==> src/rtl/ibex_fp_pkg.sv <==
// Shared FPU issue-control types: op encoding, FSM states, op classes,
// exception flag bit positions and the canonical quiet NaN.
package ibex_fp_pkg;

    localparam int unsigned OP_W    = 5;
    localparam int unsigned RD_W    = 5;
    localparam int unsigned DATA_W  = 32;
    localparam int unsigned FLAGS_W = 5;
    localparam int unsigned LAT_W   = 4;
    localparam int unsigned TMO_W   = 10;

    // Exception flag bit positions within {NV,DZ,OF,UF,NX}
    localparam int unsigned FLAG_NV = 4;
    localparam int unsigned FLAG_DZ = 3;
    localparam int unsigned FLAG_OF = 2;
    localparam int unsigned FLAG_UF = 1;
    localparam int unsigned FLAG_NX = 0;

    localparam logic [DATA_W-1:0] CANON_NAN = 32'h7FC0_0000;

    typedef enum logic [OP_W-1:0] {
        FPU_NOP, FPU_ADD, FPU_SUB, FPU_MUL, FPU_MADD, FPU_MSUB, FPU_NMADD,
        FPU_NMSUB, FPU_DIV, FPU_SQRT, FPU_SGNJ, FPU_SGNJN, FPU_SGNJX,
        FPU_MIN, FPU_MAX, FPU_CMP_EQ, FPU_CMP_LT, FPU_CMP_LE, FPU_FCLASS,
        FPU_MOVE_X2F, FPU_MOVE_F2X, FPU_INT2FLOAT, FPU_INT2FLOAT_U,
        FPU_FLOAT2INT, FPU_FLOAT2INT_U
    } fpu_op_e;

    typedef enum logic [1:0] {
        ST_IDLE, ST_EXEC, ST_WAIT_ITER, ST_RESP
    } issue_state_e;

    typedef enum logic [1:0] {
        OPC_NONE, OPC_SIMPLE, OPC_ARITH, OPC_ITER
    } op_class_e;

endpackage

==> src/rtl/fpu_op_classify.sv <==
// Combinational op decoder: maps an FPU op to its latency class and the
// fixed latency used by the issue counter (0 for iterative / NOP).
//   op_i    : decoded FPU op
//   class_o : simple / arith / iterative / none
//   lat_o   : fixed result latency in cycles
module fpu_op_classify
    import ibex_fp_pkg::*;
#(
    parameter int unsigned LAT_ARITH = 3
) (
    input  fpu_op_e            op_i,
    output op_class_e          class_o,
    output logic [LAT_W-1:0]   lat_o
);

    always_comb begin
        class_o = OPC_NONE;
        lat_o   = '0;
        case (op_i)
            FPU_SGNJ, FPU_SGNJN, FPU_SGNJX, FPU_MIN, FPU_MAX,
            FPU_CMP_EQ, FPU_CMP_LT, FPU_CMP_LE, FPU_FCLASS,
            FPU_MOVE_X2F, FPU_MOVE_F2X: begin
                class_o = OPC_SIMPLE;
                lat_o   = LAT_W'(1);
            end
            FPU_ADD, FPU_SUB, FPU_MUL, FPU_MADD, FPU_MSUB, FPU_NMADD,
            FPU_NMSUB, FPU_INT2FLOAT, FPU_INT2FLOAT_U, FPU_FLOAT2INT,
            FPU_FLOAT2INT_U: begin
                class_o = OPC_ARITH;
                lat_o   = LAT_W'(LAT_ARITH);
            end
            FPU_DIV, FPU_SQRT: begin
                class_o = OPC_ITER;
            end
            default: ;
        endcase
    end

endmodule

==> src/rtl/fpu_issue_ctrl.sv <==
// FPU issue controller: accepts one decoded op at a time, starts the
// datapath, waits a fixed latency (simple/arith) or for fpu_done_i
// (DIV/SQRT), holds the response until handshaked and accumulates flags.
// Optional macro FPU_ISSUE_TIMEOUT_EN: iterative ops that never signal
// done are force-completed after 1023 cycles with canonical NaN / NV.
// Ports:
//   clk_i, rst_i                     clock, sync active-high reset
//   req_valid_i/req_ready_o/op/rd    issue request
//   flush_i                          abort in-flight op or response
//   fpu_start_o/op_o/kill_o          datapath control
//   fpu_done_i/result_i/status_i     datapath completion/result
//   rsp_valid_o/ready_i/rd/result/status  response channel
//   busy_o, fflags_o, fflags_clr_i   status and accumulated flags
module fpu_issue_ctrl
    import ibex_fp_pkg::*;
#(
    parameter int unsigned LAT_ARITH = 3
) (
    input  logic                clk_i,
    input  logic                rst_i,
    input  logic                req_valid_i,
    output logic                req_ready_o,
    input  fpu_op_e             req_op_i,
    input  logic [RD_W-1:0]     req_rd_i,
    input  logic                flush_i,
    output logic                fpu_start_o,
    output fpu_op_e             fpu_op_o,
    output logic                fpu_kill_o,
    input  logic                fpu_done_i,
    input  logic [DATA_W-1:0]   fpu_result_i,
    input  logic [FLAGS_W-1:0]  fpu_status_i,
    output logic                rsp_valid_o,
    input  logic                rsp_ready_i,
    output logic [RD_W-1:0]     rsp_rd_o,
    output logic [DATA_W-1:0]   rsp_result_o,
    output logic [FLAGS_W-1:0]  rsp_status_o,
    output logic                busy_o,
    output logic [FLAGS_W-1:0]  fflags_o,
    input  logic                fflags_clr_i
);

    issue_state_e         state_q, state_d;
    logic [LAT_W-1:0]     cnt_q, cnt_d;
    fpu_op_e              op_q, op_d;
    logic [RD_W-1:0]      rd_q, rd_d;
    logic                 start_q, start_d;
    logic [DATA_W-1:0]    res_q, res_d;
    logic [FLAGS_W-1:0]   sts_q, sts_d;
    logic [FLAGS_W-1:0]   fflags_q, fflags_d;
    logic                 kill_c;
    logic                 accept_c;
    op_class_e            cls_c;
    logic [LAT_W-1:0]     lat_c;

`ifdef FPU_ISSUE_TIMEOUT_EN
    logic [TMO_W-1:0]     tmo_q, tmo_d;
`endif

    fpu_op_classify #(.LAT_ARITH(LAT_ARITH)) u_classify (
        .op_i    (req_op_i),
        .class_o (cls_c),
        .lat_o   (lat_c)
    );

    // A flush in IDLE blocks acceptance for that cycle
    assign req_ready_o = (state_q == ST_IDLE) & ~flush_i;
    assign accept_c    = req_valid_i & req_ready_o;

    // Next-state / datapath control
    always_comb begin
        state_d  = state_q;
        cnt_d    = cnt_q;
        op_d     = op_q;
        rd_d     = rd_q;
        start_d  = 1'b0;
        res_d    = res_q;
        sts_d    = sts_q;
        fflags_d = fflags_q;
        kill_c   = 1'b0;
`ifdef FPU_ISSUE_TIMEOUT_EN
        tmo_d    = tmo_q;
`endif
        case (state_q)
            ST_IDLE: begin
                // NOP handshakes are consumed silently
                if (accept_c && (req_op_i != FPU_NOP)) begin
                    op_d    = req_op_i;
                    rd_d    = req_rd_i;
                    start_d = 1'b1;
                    cnt_d   = lat_c;
`ifdef FPU_ISSUE_TIMEOUT_EN
                    tmo_d   = '0;
`endif
                    state_d = (cls_c == OPC_ITER) ? ST_WAIT_ITER : ST_EXEC;
                end
            end
            ST_EXEC: begin
                if (flush_i) begin
                    kill_c  = 1'b1;
                    cnt_d   = '0;
                    op_d    = FPU_NOP;
                    state_d = ST_IDLE;
                end else if (cnt_q == '0) begin
                    res_d   = fpu_result_i;
                    sts_d   = fpu_status_i;
                    state_d = ST_RESP;
                end else begin
                    cnt_d   = cnt_q - LAT_W'(1);
                end
            end
            ST_WAIT_ITER: begin
                // done in the start cycle itself is illegal and ignored
                if (flush_i) begin
                    kill_c  = 1'b1;
                    op_d    = FPU_NOP;
                    state_d = ST_IDLE;
                end else if (fpu_done_i && !start_q) begin
                    res_d   = fpu_result_i;
                    sts_d   = fpu_status_i;
                    state_d = ST_RESP;
`ifdef FPU_ISSUE_TIMEOUT_EN
                end else if (tmo_q == {TMO_W{1'b1}}) begin
                    res_d          = CANON_NAN;
                    sts_d          = '0;
                    sts_d[FLAG_NV] = 1'b1;
                    kill_c         = 1'b1;
                    state_d        = ST_RESP;
                end else begin
                    tmo_d = tmo_q + TMO_W'(1);
`endif
                end
            end
            ST_RESP: begin
                if (flush_i) begin
                    op_d    = FPU_NOP;
                    state_d = ST_IDLE;
                end else if (rsp_ready_i) begin
                    fflags_d = fflags_q | sts_q;
                    op_d     = FPU_NOP;
                    state_d  = ST_IDLE;
                end
            end
            default: state_d = ST_IDLE;
        endcase
        if (fflags_clr_i) begin
            fflags_d = '0;
        end
    end

    // State and output registers
    always_ff @(posedge clk_i) begin
        if (rst_i) begin
            state_q  <= ST_IDLE;
            cnt_q    <= '0;
            op_q     <= FPU_NOP;
            rd_q     <= '0;
            start_q  <= 1'b0;
            res_q    <= '0;
            sts_q    <= '0;
            fflags_q <= '0;
        end else begin
            state_q  <= state_d;
            cnt_q    <= cnt_d;
            op_q     <= op_d;
            rd_q     <= rd_d;
            start_q  <= start_d;
            res_q    <= res_d;
            sts_q    <= sts_d;
            fflags_q <= fflags_d;
        end
    end

`ifdef FPU_ISSUE_TIMEOUT_EN
    always_ff @(posedge clk_i) begin
        if (rst_i) begin
            tmo_q <= '0;
        end else begin
            tmo_q <= tmo_d;
        end
    end
`endif

    // Reset discards the op without signalling a kill to the datapath
    assign fpu_kill_o   = kill_c & ~rst_i;
    assign fpu_start_o  = start_q;
    assign fpu_op_o     = op_q;
    assign rsp_valid_o  = (state_q == ST_RESP);
    assign rsp_rd_o     = rd_q;
    assign rsp_result_o = res_q;
    assign rsp_status_o = sts_q;
    assign busy_o       = (state_q != ST_IDLE);
    assign fflags_o     = fflags_q;

endmodule

==> config.mk <==
export PLATFORM = sky130hd
export DESIGN_NAME = fpu_issue_ctrl
export DESIGN_NICKNAME = d
export VERILOG_FILES = /design/src/rtl/ibex_fp_pkg.sv /design/src/rtl/fpu_op_classify.sv /design/src/rtl/fpu_issue_ctrl.sv
export SDC_FILE = /design/constraint.sdc
export NUM_CORES = 1
export LEC_CHECK = 0
export ABC_AREA = 1
export CORE_MARGIN = 2
export CORE_UTILIZATION = 46
export DETAILED_ROUTE_END_ITERATION = 16
export GPL_ROUTABILITY_DRIVEN = 1
export GPL_TIMING_DRIVEN = 0
export HOLD_SLACK_MARGIN = 0.05
export PLACE_DENSITY_LB_ADDON = 0.08
export REMOVE_ABC_BUFFERS = 1
export SETUP_SLACK_MARGIN = 0.02
export SLEW_MARGIN = 20
export SYNTH_ARGS = -nofsm -noshare
export SYNTH_HDL_FRONTEND = slang
export SYNTH_SLANG_ARGS = --single-unit
==> constraint.sdc <==
create_clock -name clk_i -period 2.9 [get_ports clk_i]
set_clock_uncertainty 0.2 [all_clocks]
set_input_delay 0.435 -clock clk_i [delete_from_list [all_inputs] [get_ports clk_i]]
set_output_delay 0.435 -clock clk_i [all_outputs]
set_load 0.01 [all_outputs]
==> PnR_summary.wiki <==
{| class="wikitable"
! Metric !! Value
|-
| Number of gates resized after CTS || 0
|-
| Critical path's most frequent cell || sky130_fd_sc_hd__inv_1
|-
| Filler Cell Count || between 400 and 500
|-
| Initial core utilization || between 40% and 50%
|-
| Synth-to-layout area growth || 47.7%
|-
| Largest delay contributor family on the critical path || buffers and inverters
|-
| Crit-path max cell delay || 0.58 ns
|-
| Width of the die || roughly 80 µm
|-
| Cell area after synthesis || 2660 µm²
|-
| HPWL after DPL || ~4300 µm
|-
| Fmax || about 0.37 GHz
|-
| Min-delay worst type || flop to flop
|-
| R2R cell count || 7
|-
| Routability congestion estimate || 0.851
|-
| Final setup violation count || 0
|-
| Utilization after layout || between 70% and 80%
|-
| Post-DRT Antenna Nets || 0
|-
| RSZ-0062 raised after global routing || false
|-
| TritonCTS Buffers || 9
|-
| Highest fanout seen on the critical path || 10
|-
| Startpoint types || flop
|-
| Latest clock arrival within the worst-skew pair || roughly 0.34 ns
|-
| Antenna violations before repair || 0
|-
| Average routed wire per standard cell || between 10 and 15 µm
|-
| Average cell area after synthesis || 7.61 µm²
|-
| Hold buffer count at cts || 0
|-
| DR DRC count || 0
|-
| Inserted Diodes || 0
|-
| Maximum ir drop on the vdd rail || ~0.48 mV
|-
| Standard cell with the maximum stage delay on the critical path || sky130_fd_sc_hd__ha_1
|-
| Area taken by multi-input logic gates || between 1000 and 1500 µm²
|-
| Via count of the first global-routing pass || approximately 2400
|-
| Total Power || 2.78 mW
|-
| Vias after detailed routing || 2500
|-
| Hold path startpoint || rsp_result_o[29]$_SDFFE_PP0P_
|-
| Count of placed standard cells in the final layout, fillers left out || 531
|-
| Number of warnings printed during yosys synthesis || 0
|-
| Number of vias per cell || roughly 4.7
|-
| Leading cell types in the layout, fill and taps excluded || sky130_fd_sc_hd__clkdlybuf4s50_1 (110), sky130_fd_sc_hd__inv_1 (64), sky130_fd_sc_hd__dfxtp_1 (59)
|-
| Placed insts || roughly 520
|-
| Area leader, netlist || sky130_fd_sc_hd__dfxtp_1
|-
| Tcrit/Tclk final || 93.9%
|-
| Clock root buffer master || sky130_fd_sc_hd__clkbuf_8
|-
| DR pass1 iterations || 4
|-
| WP data required || 2.27 ns
|-
| Status || complete, no violations
|-
| Critical register-to-register path endpoint || rsp_result_o[10]$_SDFFE_PP0P_
|-
| Data arrival time of the worst path || 2.09 ns
|-
| Clock tree from TritonCTS || done
|-
| P per Cell Area || 708 nW/µm²
|-
| Largest net degree at the start of global routing || between 70 and 80
|-
| Worst reg2reg startpoint || state_q[1]$_SDFFE_PP0P_
|-
| Initial DRC count || between 90 and 100
|-
| Top-level port count || 111
|-
| Total global routing track utilization || between 20% and 30%
|-
| Proportion of netlist area held by the largest area contributor || between 40% and 50%
|-
| Area of the die || 6400 µm²
|-
| Synth top area cells || sky130_fd_sc_hd__dfxtp_1 (44%), sky130_fd_sc_hd__inv_1 (9.2%), sky130_fd_sc_hd__a21oi_1 (8.7%)
|-
| Max capacitance violation total || 0
|-
| Post-synthesis sequential element count || roughly 60
|-
| Final-layout setup total negative slack || 0 ns
|-
| Number of placement rows || 27
|-
| Relative max-transition margin || approximately half
|-
| Capture endpoint of the worst hold path || rsp_result_o[29]$_SDFFE_PP0P_
|-
| Number of gates on the worst path with buffers counted || 5
|-
| Wire length of the first global-routing pass || a little over 10000 µm
|-
| Layout cell share with drive strength beyond 1 || around 7.0%
|-
| Final critical-path required period || 2.72 ns
|-
| Buffers added on ports || 110
|-
| Final count of pins violating max slew || 0
|-
| Placeable core region || between 5000 and 6000 µm²
|-
| Setup slack of the most critical reg-to-reg path || 0.52 ns
|-
| Sequential cell area fraction in the yosys report || between 40% and 50%
|-
| Total wire length || 6230 µm
|-
| Leak || ~1.5 nW
|-
| H-tree depth || 3
|-
| Number of nets in the layout || around 520
|-
| Number of stages on the worst hold path || 2
|-
| Count of mapped cells out of synthesis || ~350
|-
| Clock-pin slew on the worst setup and hold paths || ~0.06 ns
|-
| Slew at the pin closest to its max-slew limit || ~0.73 ns
|-
| Post-CTS Repair Setup Buffers || 0
|-
| Area taken by flip-flops and latches || 1180 µm²
|-
| Number of failing hold endpoints at the final stage || 0
|-
| Number of buffers and inverters on the critical path || 3
|-
| Critical Setup Path Class || flop to output pin
|-
| CTS max path bufs || 2
|-
| Cells traversed along the worst timing path || inv_1 -> ha_1 -> nand2_4 -> inv_1 -> clkdlybuf4s50_1
|-
| Die Span Y || between 70 and 80 µm
|-
| Distinct cells, synth || 26
|-
| Worst setup EP type || output pin
|-
| Most frequent standard cell in the layout excluding fill and tap cells || sky130_fd_sc_hd__clkdlybuf4s50_1
|-
| Sinks on Clock Net || 59
|-
| Total grt overflow || 0
|}
-- final cells by class --
class                           instances  area share (%)
Tap cell                               72            2.30
Multi-Input combinational cell        209            28.5
Timing Repair Buffer                  110            28.1
Clock buffer                           11            3.60
Inverter                               67            6.41
Clock inverter                          3            1.02
Sequential cell                        59            30.1
-- tightest hold or removal path: stages (launching register included) --
cell and delay [ns]:
sky130_fd_sc_hd__dfxtp_1 0.31, sky130_fd_sc_hd__inv_1 0.04, sky130_fd_sc_hd__a21oi_1 0.05
-- logic make-up after synthesis --
kind of cell	count (synthesis)	share of synthesized area [%]
simple gates	107	19.9
compound gates	95	18.6
buf+inv	81	13.7
flops	59	44.5
fa+ha+maj	7	3.30
-- cells in the mapped netlist --
master,n
sky130_fd_sc_hd__a21oi_1,46
sky130_fd_sc_hd__a21oi_4,1
sky130_fd_sc_hd__buf_6,8
sky130_fd_sc_hd__clkbuf_1,6
sky130_fd_sc_hd__dfxtp_1,59
sky130_fd_sc_hd__ha_1,7
sky130_fd_sc_hd__inv_1,65
sky130_fd_sc_hd__inv_2,2
sky130_fd_sc_hd__nand2_1,47
sky130_fd_sc_hd__nand2_2,1
sky130_fd_sc_hd__nand2_4,3
sky130_fd_sc_hd__nand2_8,1
sky130_fd_sc_hd__nand3_1,7
sky130_fd_sc_hd__nand3_2,3
sky130_fd_sc_hd__nand3b_2,1
sky130_fd_sc_hd__nand3b_4,1
sky130_fd_sc_hd__nand4_1,4
sky130_fd_sc_hd__nor2_1,33
sky130_fd_sc_hd__nor2_4,2
sky130_fd_sc_hd__nor3_1,1
sky130_fd_sc_hd__nor4_1,1
sky130_fd_sc_hd__o21ai_0,22
sky130_fd_sc_hd__o21ai_1,24
sky130_fd_sc_hd__o21bai_2,1
sky130_fd_sc_hd__o22ai_1,1
sky130_fd_sc_hd__or2_2,2
-- where the power goes --
part / switching [mW] / internal [mW]
clock: 0.311 / 0.408
combinational: 0.520 / 0.498
sequential: 0.0789 / 0.961
-- metal layers --
metal	wire length, µm	track usage (%)	vias up
li1	-	-	1312
met1	2630	21.6	1107
met2	2990	35.4	69
met3	495	9.39	12
met4	107	8.14	0
met5	0	0	-
-- stage by stage --
step                      instance area, µm²  setup slack [ns]  hold slack, ns
final                                   3920             0.176           0.246
after floorplan                         2540             0.581           0.250
after global placement                  3730            -0.240           0.231
after CTS                               3920             0.154           0.247
after detailed placement                3740            0.0704           0.237
after global routing                    3920            0.0347           0.264
-- how the worst max path moves through the flow --
stage / to / startpoint
after detailed placement: rsp_result_o[10]$_SDFFE_PP0P_ / rst_i
after global placement: rsp_result_o[2]$_SDFFE_PP0P_ / fpu_done_i
after CTS: req_ready_o / state_q[0]$_SDFFE_PP0P_
after global routing: req_ready_o / state_q[1]$_SDFFE_PP0P_
final: req_ready_o / state_q[0]$_SDFFE_PP0P_
after floorplan: rsp_result_o[0]$_SDFFE_PP0P_ / state_q[1]$_SDFFE_PP0P_
-- registers in the layout, summed over array words and instances (netlist names) --
name and flops:
fflags_o 5, cnt_q 4, rsp_status_o 5, rsp_result_o 32, state_q 2, rsp_rd_o 5, fpu_op_o 5, fpu_start_o 1
No activity file was read; power rests on OpenSTA's default activity.
